===== config.mk =====
export PLATFORM = sky130hd
export DESIGN_NAME = bcd_conv_arb
export DESIGN_NICKNAME = d
export VERILOG_FILES = /design/src/rtl/bcd_conv_arb.sv
export SDC_FILE = /design/constraint.sdc
export NUM_CORES = 1
export LEC_CHECK = 0
export CAP_MARGIN = 0
export CORE_MARGIN = 3
export CORE_UTILIZATION = 40
export CTS_CLUSTER_DIAMETER = 120
export CTS_CLUSTER_SIZE = 8
export DETAILED_ROUTE_END_ITERATION = 10
export HOLD_SLACK_MARGIN = 0.05
export PLACE_DENSITY_LB_ADDON = 0.25
export RECOVER_POWER = 25
export SLEW_MARGIN = 20
export SYNTH_ARGS = -nofsm -noshare
export SYNTH_HDL_FRONTEND = slang
export SYNTH_SLANG_ARGS = --single-unit

===== constraint.sdc =====
create_clock -name CK_i -period 60.9 [get_ports CK_i]
set_clock_uncertainty 0.15 [all_clocks]
set_input_delay 12.18 -clock CK_i [delete_from_list [all_inputs] [get_ports CK_i]]
set_output_delay 12.18 -clock CK_i [all_outputs]
set_load 0.02 [all_outputs]

===== src/rtl/bcd_conv_arb.sv =====
// bcd_conv_arb: four-channel arbiter in front of one shared 32-bit binary to
// 10-digit BCD converter. A request is granted in IDLE, its operand is
// converted during CONV, and the registered result is presented in DONE.
//
// Build option: define BCD_CONV_ARB_RR_EN for round-robin arbitration;
// without it, channel 0 has fixed highest priority.
//
// state | meaning
// IDLE  | waiting for a request; arbitration and operand capture on exit
// CONV  | operand held, grant pulse visible, converter evaluating
// DONE  | result registered, VLD_o high
module bcd_conv_arb (
    input  logic         CK_i,
    input  logic         XARST_i,
    input  logic         EN_CK_i,
    input  logic [3:0]   REQ_i,
    input  logic [127:0] DAT_i,
    output logic [3:0]   GNT_o,
    output logic         BUSY_o,
    output logic         VLD_o,
    output logic [1:0]   CH_o,
    output logic [39:0]  QQ_o,
    output logic [3:0]   ND_o
);

    typedef enum logic [1:0] {
        ST_IDLE = 2'd0,
        ST_CONV = 2'd1,
        ST_DONE = 2'd2
    } state_t;

    state_t      state;
    state_t      state_nxt;
    logic        do_grant;
    logic [1:0]  win;
    logic [31:0] operand;
    logic [1:0]  ch_q;
    logic [39:0] qq_q;
    logic [39:0] bcd_comb;

    // Shift-and-add-3 over all 32 bits, fully unrolled into one combinational
    // stage; the 40-bit result cannot overflow for any 32-bit operand.
    function automatic logic [39:0] bin2bcd(input logic [31:0] bin);
        logic [39:0] bcd;
        bcd = '0;
        for (int i = 31; i >= 0; i--) begin
            for (int d = 0; d < 10; d++) begin
                if (bcd[4*d +: 4] >= 4'd5)
                    bcd[4*d +: 4] = bcd[4*d +: 4] + 4'd3;
            end
            bcd = {bcd[38:0], bin[i]};
        end
        return bcd;
    endfunction

    assign do_grant = (state == ST_IDLE) && (REQ_i != 4'b0000);

`ifdef BCD_CONV_ARB_RR_EN
    logic [1:0] rr_ptr;
    logic [1:0] rr_idx;
    logic       rr_hit;

    // Round-robin search starting just after the last granted channel
    always_comb begin
        win    = 2'd0;
        rr_hit = 1'b0;
        rr_idx = 2'd0;
        for (int k = 1; k <= 4; k++) begin
            rr_idx = rr_ptr + 2'(k);
            if (!rr_hit && REQ_i[rr_idx]) begin
                win    = rr_idx;
                rr_hit = 1'b1;
            end
        end
    end

    // Pointer remembers the last winner; reset value 3 makes channel 0 first
    always_ff @(posedge CK_i or negedge XARST_i) begin
        if (!XARST_i)
            rr_ptr <= 2'd3;
        else if (EN_CK_i && do_grant)
            rr_ptr <= win;
    end
`else
    // Fixed priority, channel 0 highest
    always_comb begin
        win = 2'd0;
        if (REQ_i[3]) win = 2'd3;
        if (REQ_i[2]) win = 2'd2;
        if (REQ_i[1]) win = 2'd1;
        if (REQ_i[0]) win = 2'd0;
    end
`endif

    assign bcd_comb = bin2bcd(operand);

    // FSM state register
    always_ff @(posedge CK_i or negedge XARST_i) begin
        if (!XARST_i)
            state <= ST_IDLE;
        else if (EN_CK_i)
            state <= state_nxt;
    end

    // FSM next-state logic
    always_comb begin
        state_nxt = state;
        case (state)
            ST_IDLE: if (REQ_i != 4'b0000) state_nxt = ST_CONV;
            ST_CONV: state_nxt = ST_DONE;
            ST_DONE: state_nxt = ST_IDLE;
            default: state_nxt = ST_IDLE;
        endcase
    end

    // FSM outputs; the grant is decoded from the captured channel so it
    // stretches with the state when the clock enable is low
    always_comb begin
        GNT_o  = 4'b0000;
        BUSY_o = 1'b0;
        VLD_o  = 1'b0;
        case (state)
            ST_CONV: begin
                GNT_o  = 4'b0001 << ch_q;
                BUSY_o = 1'b1;
            end
            ST_DONE: begin
                BUSY_o = 1'b1;
                VLD_o  = 1'b1;
            end
            default: ;
        endcase
    end

    // Operand and channel capture at grant; result register loads leaving CONV
    always_ff @(posedge CK_i or negedge XARST_i) begin
        if (!XARST_i) begin
            operand <= '0;
            ch_q    <= '0;
            qq_q    <= '0;
        end else if (EN_CK_i) begin
            if (do_grant) begin
                operand <= DAT_i[{win, 5'b00000} +: 32];
                ch_q    <= win;
            end
            if (state == ST_CONV)
                qq_q <= bcd_comb;
        end
    end

    // Significant digit count: highest nonzero digit index + 1, minimum 1
    always_comb begin
        ND_o = 4'd1;
        for (int d = 0; d < 10; d++) begin
            if (qq_q[4*d +: 4] != 4'd0)
                ND_o = 4'(d + 1);
        end
    end

    assign CH_o = ch_q;
    assign QQ_o = qq_q;

endmodule


# --- After elaboration in Yosys (flattened, before gate mapping) ---
# Cells that the tools add are included.
# Widths: inputs -> output; s select.
word_totals:
  reg_bits: 76
  wordCells: 508
classes:
  addsub: 155
  order_cmp: 155
  eq_ne: 3
  n_shift: 2
  mux: 173
  reduce_logical: 16
ops:
  columns: ["op", "n"]
  rows:
  - ["$mux 4", 162]
  - ["$ge 4x3->1 const B", 145]
  - ["$add 4x2->4 const B", 144]
  - ["$shiftx 128x8->32", 1]
  - ["$reduce_bool 4->1", 10]
  - ["$add 3x2->4 const B", 9]
  - ["$ge 3x3->1 const B", 10]
  - ["$mux 2", 6]
  - ["$add 3x2->3 const B", 2]
  - ["$mux 3", 2]
  - ["$reduce_and 2->1", 3]
  - ["$pmux 2 s2", 1]
  - ["$shl 1x2->4 const A", 1]
  - ["$eq 2x1->1 const B", 1]
  - ["$eq 2x2->1 const B", 1]
  - ["$logic_not 2->1", 1]
  - ["$mux 1", 2]
  - ["$ne 2x1->1 const B", 1]
  - ["$reduce_or 2->1", 1]
  - ["$logic_and 1x1->1", 1]

# --- Depth between registers and ports, before layout ---
logic_depth:
  word_depth: 58
  mapped_depth: 135
  mapped_depth_nobuf: 130

# --- Worst setup path before layout ---
# Ideal clock, no wire load.
synth_timing:
  path_kind: "flip-flop to flip-flop"
  from: "register operand[30]"
  to: "register qq_q[19] (netlist: QQ_o[19])"
  setup_ps: 83
  arrival_time_ps: 23601
  required_ps: 60667
  setup_slack_ps: 37066
  path_stages_with_launch: 125
  path_buffers: 6
  cell_sequence: "dfrtp_1 > inv_1 > ha_1 > o21ai_1 > xnor2_2 > inv_2 > ha_1 > nand2b_1 > a32oi_4 > buf_6 > xnor2_2 > inv_2 > ha_1 > clkbuf_1 > nor2b_1 > o31ai_1 > nand2_1 > inv_1 > [89 not listed] > inv_2 > ha_1 > o211a_1 > a2111o_1 > nand2_1 > ha_1 > o21ai_0 > a21oi_1 > a2111oi_2 > o21ai_0 > mux2i_1 > ha_1 > a21oi_1 > nor2_1 > a21oi_1 > nand2_1 > mux2_2 > o21ai_0"
synth_via:
  elab_chain_len: 58
  elab_cells_between_ends: 315
  classes_between: "105 x add/sub; 105 x order compare; 105 x mux"
synth_lines:
  columns: ["element", "line_no", "rtl"]
  rows:
  - ["start: declaration", "36", "logic [31:0] operand;"]
  - ["start signal: assignment", "143", "operand <= DAT_i[{win, 5'b00000} +: 32];"]
  - ["$add 3x2->4 / $ge 3x3->1 (equally long branches)", "49, 48", null]
  - ["$mux 4 *", "48", "if (bcd[4*d +: 4] >= 4'd5)"]
  - ["$add 4x2->4 / $ge 4x3->1 (equally long branches)", "49, 48", null]
  - ["$mux 4", "48", null]
  - ["$ge 4x3->1 / $add 4x2->4 (equally long branches)", "48, 49", null]
  - ["$mux 4", "48", null]
  - ["$add 4x2->4, or another cell as far along", "49", "bcd[4*d +: 4] = bcd[4*d +: 4] + 4'd3;"]
  - ["$mux 4", "48", null]
  - ["[42 not listed]", null, null]
  - ["$add 4x2->4 / $ge 4x3->1 (equally long branches)", "49, 48", null]
  - ["$mux 4", "48", null]
  - ["$add 4x2->4 / $ge 4x3->1 (equally long branches)", "49, 48", null]
  - ["$mux 4", "48", null]
  - ["$add 4x2->4 / $ge 4x3->1 (equally long branches)", "49, 48", null]
  - ["$mux 4", "48", null]
  - ["$add 4x2->4 / $ge 4x3->1 (equally long branches)", "49, 48", null]
  - ["$mux 4 *", "48", null]
  - ["end signal: assignment", "147", "qq_q <= bcd_comb;"]
  - ["end: declaration", "38", "logic [39:0] qq_q;"]
# Every way passes the cells marked *; elsewhere a longest branch is shown, timed or not.
# A chain may end at the register's enable or synchronous reset.

# --- Final worst setup path ---
layout_timing:
  from: "register operand[30]"
  to: "register qq_q[15] (netlist: QQ_o[15])"
layout_via:
  elab_chain_len: 58
  elab_cells_between_ends: 276
  classes_between: "92 x add/sub; 92 x order compare; 92 x mux"
layout_lines:
  columns: ["element", "line_no"]
  rows:
  - ["$add 3x2->4 / $ge 3x3->1 (equally long branches)", "49, 48"]
  - ["$mux 4 *", "48"]
  - ["$add 4x2->4 / $ge 4x3->1 (equally long branches)", "49, 48"]
  - ["$mux 4", "48"]
  - ["$ge 4x3->1 / $add 4x2->4 (equally long branches)", "48, 49"]
  - ["$mux 4", "48"]
  - ["$add 4x2->4, or another cell as far along", "49"]
  - ["$mux 4", "48"]
  - ["[42 not listed]", null]
  - ["$add 4x2->4 / $ge 4x3->1 (equally long branches)", "49, 48"]
  - ["$mux 4", "48"]
  - ["$add 4x2->4 / $ge 4x3->1 (equally long branches)", "49, 48"]
  - ["$mux 4", "48"]
  - ["$add 4x2->4 / $ge 4x3->1 (equally long branches)", "49, 48"]
  - ["$mux 4", "48"]
  - ["$add 4x2->4 / $ge 4x3->1 (equally long branches)", "49, 48"]
  - ["$mux 4 *", "48"]
# Marked as above.

==> summary.md <==
| Metric | Value |
|---|---|
| Clock-pin slew on the worst setup and hold paths | `0.07 ns` |
| Sequential area share after synthesis | `6.91%` |
| Final TNS setup | `0 ns` |
| H-Tree Depth | `3` |
| Vias in the first global route | `27.4k` |
| Async S/R FF share, synth | `100%` |
| Crit path DAT | `27.39 ns` |
| Grt total ovfl | `0` |
| Nets | `4,253` |
| Initial antenna violation count | `0` |
| Crit path required time | `61.06 ns` |
| Synthesis Warnings | `0` |
| Syn avg cell area | `6.93 sq um` |
| Top post-synthesis cells by area | `dfrtp_1 (6.9%), a21oi_1 (5.2%), nor2_1 (5.1%)` |
| Reg-to-reg endpoint | `QQ_o[15]` |
| # rows | `95` |
| Pin count of the biggest net entering global routing | `55` |
| Final critical-path required period | `27.23 ns` |
| Die ar. | `72,000 sq um` |
| Unrepaired setup endpoints after global routing | `false` |
| Met2 WL post-DR | `34,800 um` |
| Status | `finished, violations left` |
| Adder-Cell Fraction of Synth Area | `5.04%` |
| HP Start | `QQ_o[1]` |
| CTS buffer count | `9` |
| Core ar. | `67,600 sq um` |
| Synth Area in XOR/XNOR | `4.93%` |
| CTS root buffer | `clkbuf_16` |
| Hold Path Class | `reg -> reg` |
| Most frequent cells in the layout | `nor2_1 (373), nand2_1 (368), a21oi_1 (285)` |
| Initial Util | `40.7%` |
| Sink Count | `76` |
| Final hold violations | `0` |
| Min-Delay Path Depth | `2` |
| IO Count | `187` |
| Compound-Gate Fraction of Synth Area | `43.5%` |
| Post-Syn Nets | `4,205` |
| TritonCTS clock tree | `done` |
| Synthesized instance count | `3,969` |
| Post-synth EDFFs | `0` |
| Worst-skew pair later-pin latency | `0.39 ns` |
| Critical path endpoint category | `register` |
| Mapped Area | `27,500 sq um` |
| Final setup violation count | `0` |
| Worst-Margin Slew | `3.08 ns` |
| Mux contribution to synthesized area | `7.71%` |
| Crit Path Category | `reg -> reg` |
| Drt initial violations | `2,604` |
| Crit path largest cell delay | `0.75 ns` |
| Fin crit share | `44.7%` |
| Reg-to-Reg Start | `operand[30]` |
| Detailed Place HPWL | `58,200 um` |
| Crit path top cell by count | `ha_1` |
| Final Util | `44.8%` |
| Die H | `268 um` |
| DRC Markers | `0` |
| CTS resizes | `0` |
| First-pass GRT wire length | `129,000 um` |
| Reg2Reg Depth | `123` |
| Total track usage | `20.1%` |
| R2r setup slk | `33.67 ns` |
| Top sig layer | `met4` |
| Unique cell type count in the Yosys netlist | `151` |
| Simple-gate share of the synthesized area | `between 20% and 30%` |
| Iteration count of the initial detailed-routing pass | `5` |
| Failing checks | `max-capacitance violations, max-slew violations` |
| Max Cap Violations | `1` |
| WL met3 | `3070 um` |
| Synth-to-layout area growth | `10.1%` |
| Rel. slew slack | `-106%` |
| CTS Buffer Depth | `2` |
| Top cell type's share of synthesized area | `6.91%` |
| I/O Buffers | `186` |
| Max Clk Rate | `36.7 MHz` |
| Startpoint types | `register` |
| # diodes | `0` |
| Min Hold Slack | `0.342 ns` |
| Largest family of logic cells by synthesized area | `compound AO/OA/AOI/OAI gates` |
| Synthesized flop and latch total | `76` |
| Worst Hold End | `QQ_o[1]` |
| Most common cell after layout, fill and taps aside | `nor2_1` |
| Per-cell routed wire length | `15.5 um` |
| Critical-path maximum fanout | `13` |
| Total wire length | `75,900 um` |
| Die Wd | `268 um` |
| Slew Limit Fails | `55` |
| Post-CTS Setup Bufs | `0` |
| Primary FF master, synth | `dfrtp_1` |
| Routability cong. | `0.907` |
| Post-CTS Hold Buffers | `0` |
| Layout cell share with drive strength beyond 1 | `9.82%` |
| Post-route ant nets | `0` |
| WL met1 | `37,200 um` |
| CP max stage cell | `a21oi_1` |
| Synth area leader | `dfrtp_1` |
| Via count of the routed design | `roughly 31k` |
| Post-DR vias/cell | `between 6 and 7` |
per-stage QoR:
step | cell area (sq um) | setup WS [ns] | std cells
global placement | 30000 | 34.85 | 4879
global route | 30300 | 31.13 | 4895
detailed placement | 30000 | 34.07 | 4879
floorplan | 27500 | 37.07 | 3969
finish | 30300 | 33.67 | 4895
CTS | 30300 | 34.02 | 4895
layer usage:
metal	up-vias	track usage [%]
met5	-	0
met4	0	3.54
met3	56	1.75
met2	780	33.3
met1	14500	28.8
li1	15700	-
cell families after synthesis:
group           count (synthesis)
simple gates                 1464
fa+ha+maj                     113
mux                           168
compound gates               1629
buf+inv                       393
flops                          76
xor+xnor                      126
worst max path at each step:
stage / from / to / slack [ns] / cells after the start
finish: operand[30] / QQ_o[15] / 33.67 / 123
CTS: operand[30] / QQ_o[15] / 34.02 / 123
detailed placement: operand[30] / QQ_o[15] / 34.07 / 123
global route: operand[30] / QQ_o[15] / 31.13 / 123
floorplan: operand[30] / QQ_o[19] / 37.07 / 124
global placement: operand[30] / QQ_o[15] / 34.85 / 123
state kept, by name (all words and copies together) (netlist names):
register,count
QQ_o,40
operand,32
CH_o,2
state,2
area by class of cell:
class / instances / area, sq um
multi-input cells: 3500 / 24100
well taps: 873 / 1090
clock buffers: 9 / 225
repair buffers: 215 / 2070
fillers: 6864 / 37400
inverters: 215 / 810
flip-flops and latches: 76 / 1900
clock inverters: 7 / 105
synthesized netlist by cell type, types with 73 or more instances:
| master | instances |
|---|---|
| mux2i_1 | 78 |
| dfrtp_1 | 76 |
| o211ai_1 | 105 |
| o21ai_0 | 215 |
| a31oi_1 | 74 |
| nor3_1 | 129 |
| inv_1 | 154 |
| nand3_1 | 152 |
| a211oi_1 | 76 |
| a21oi_1 | 285 |
| o21ai_1 | 73 |
| clkbuf_1 | 122 |
| ha_1 | 101 |
| nor2_1 | 374 |
| xnor2_1 | 83 |
| nand2_1 | 369 |
critical path, delay by kind of cell (launching register included):
kind / cells / cell delay (ns)
multiplexers: 4 / 1.40
flip-flops: 1 / 0.46
buffers and inverters: 17 / 1.70
XOR/XNOR: 4 / 0.84
AND/OR/NAND/NOR: 22 / 4.37
adder cells (fa/ha/maj): 22 / 5.23
AO/OA/AOI/OAI: 54 / 13.01
Power is not shown: default switching activity piles up to over one toggle a cycle in this logic, so the estimate is an artifact.
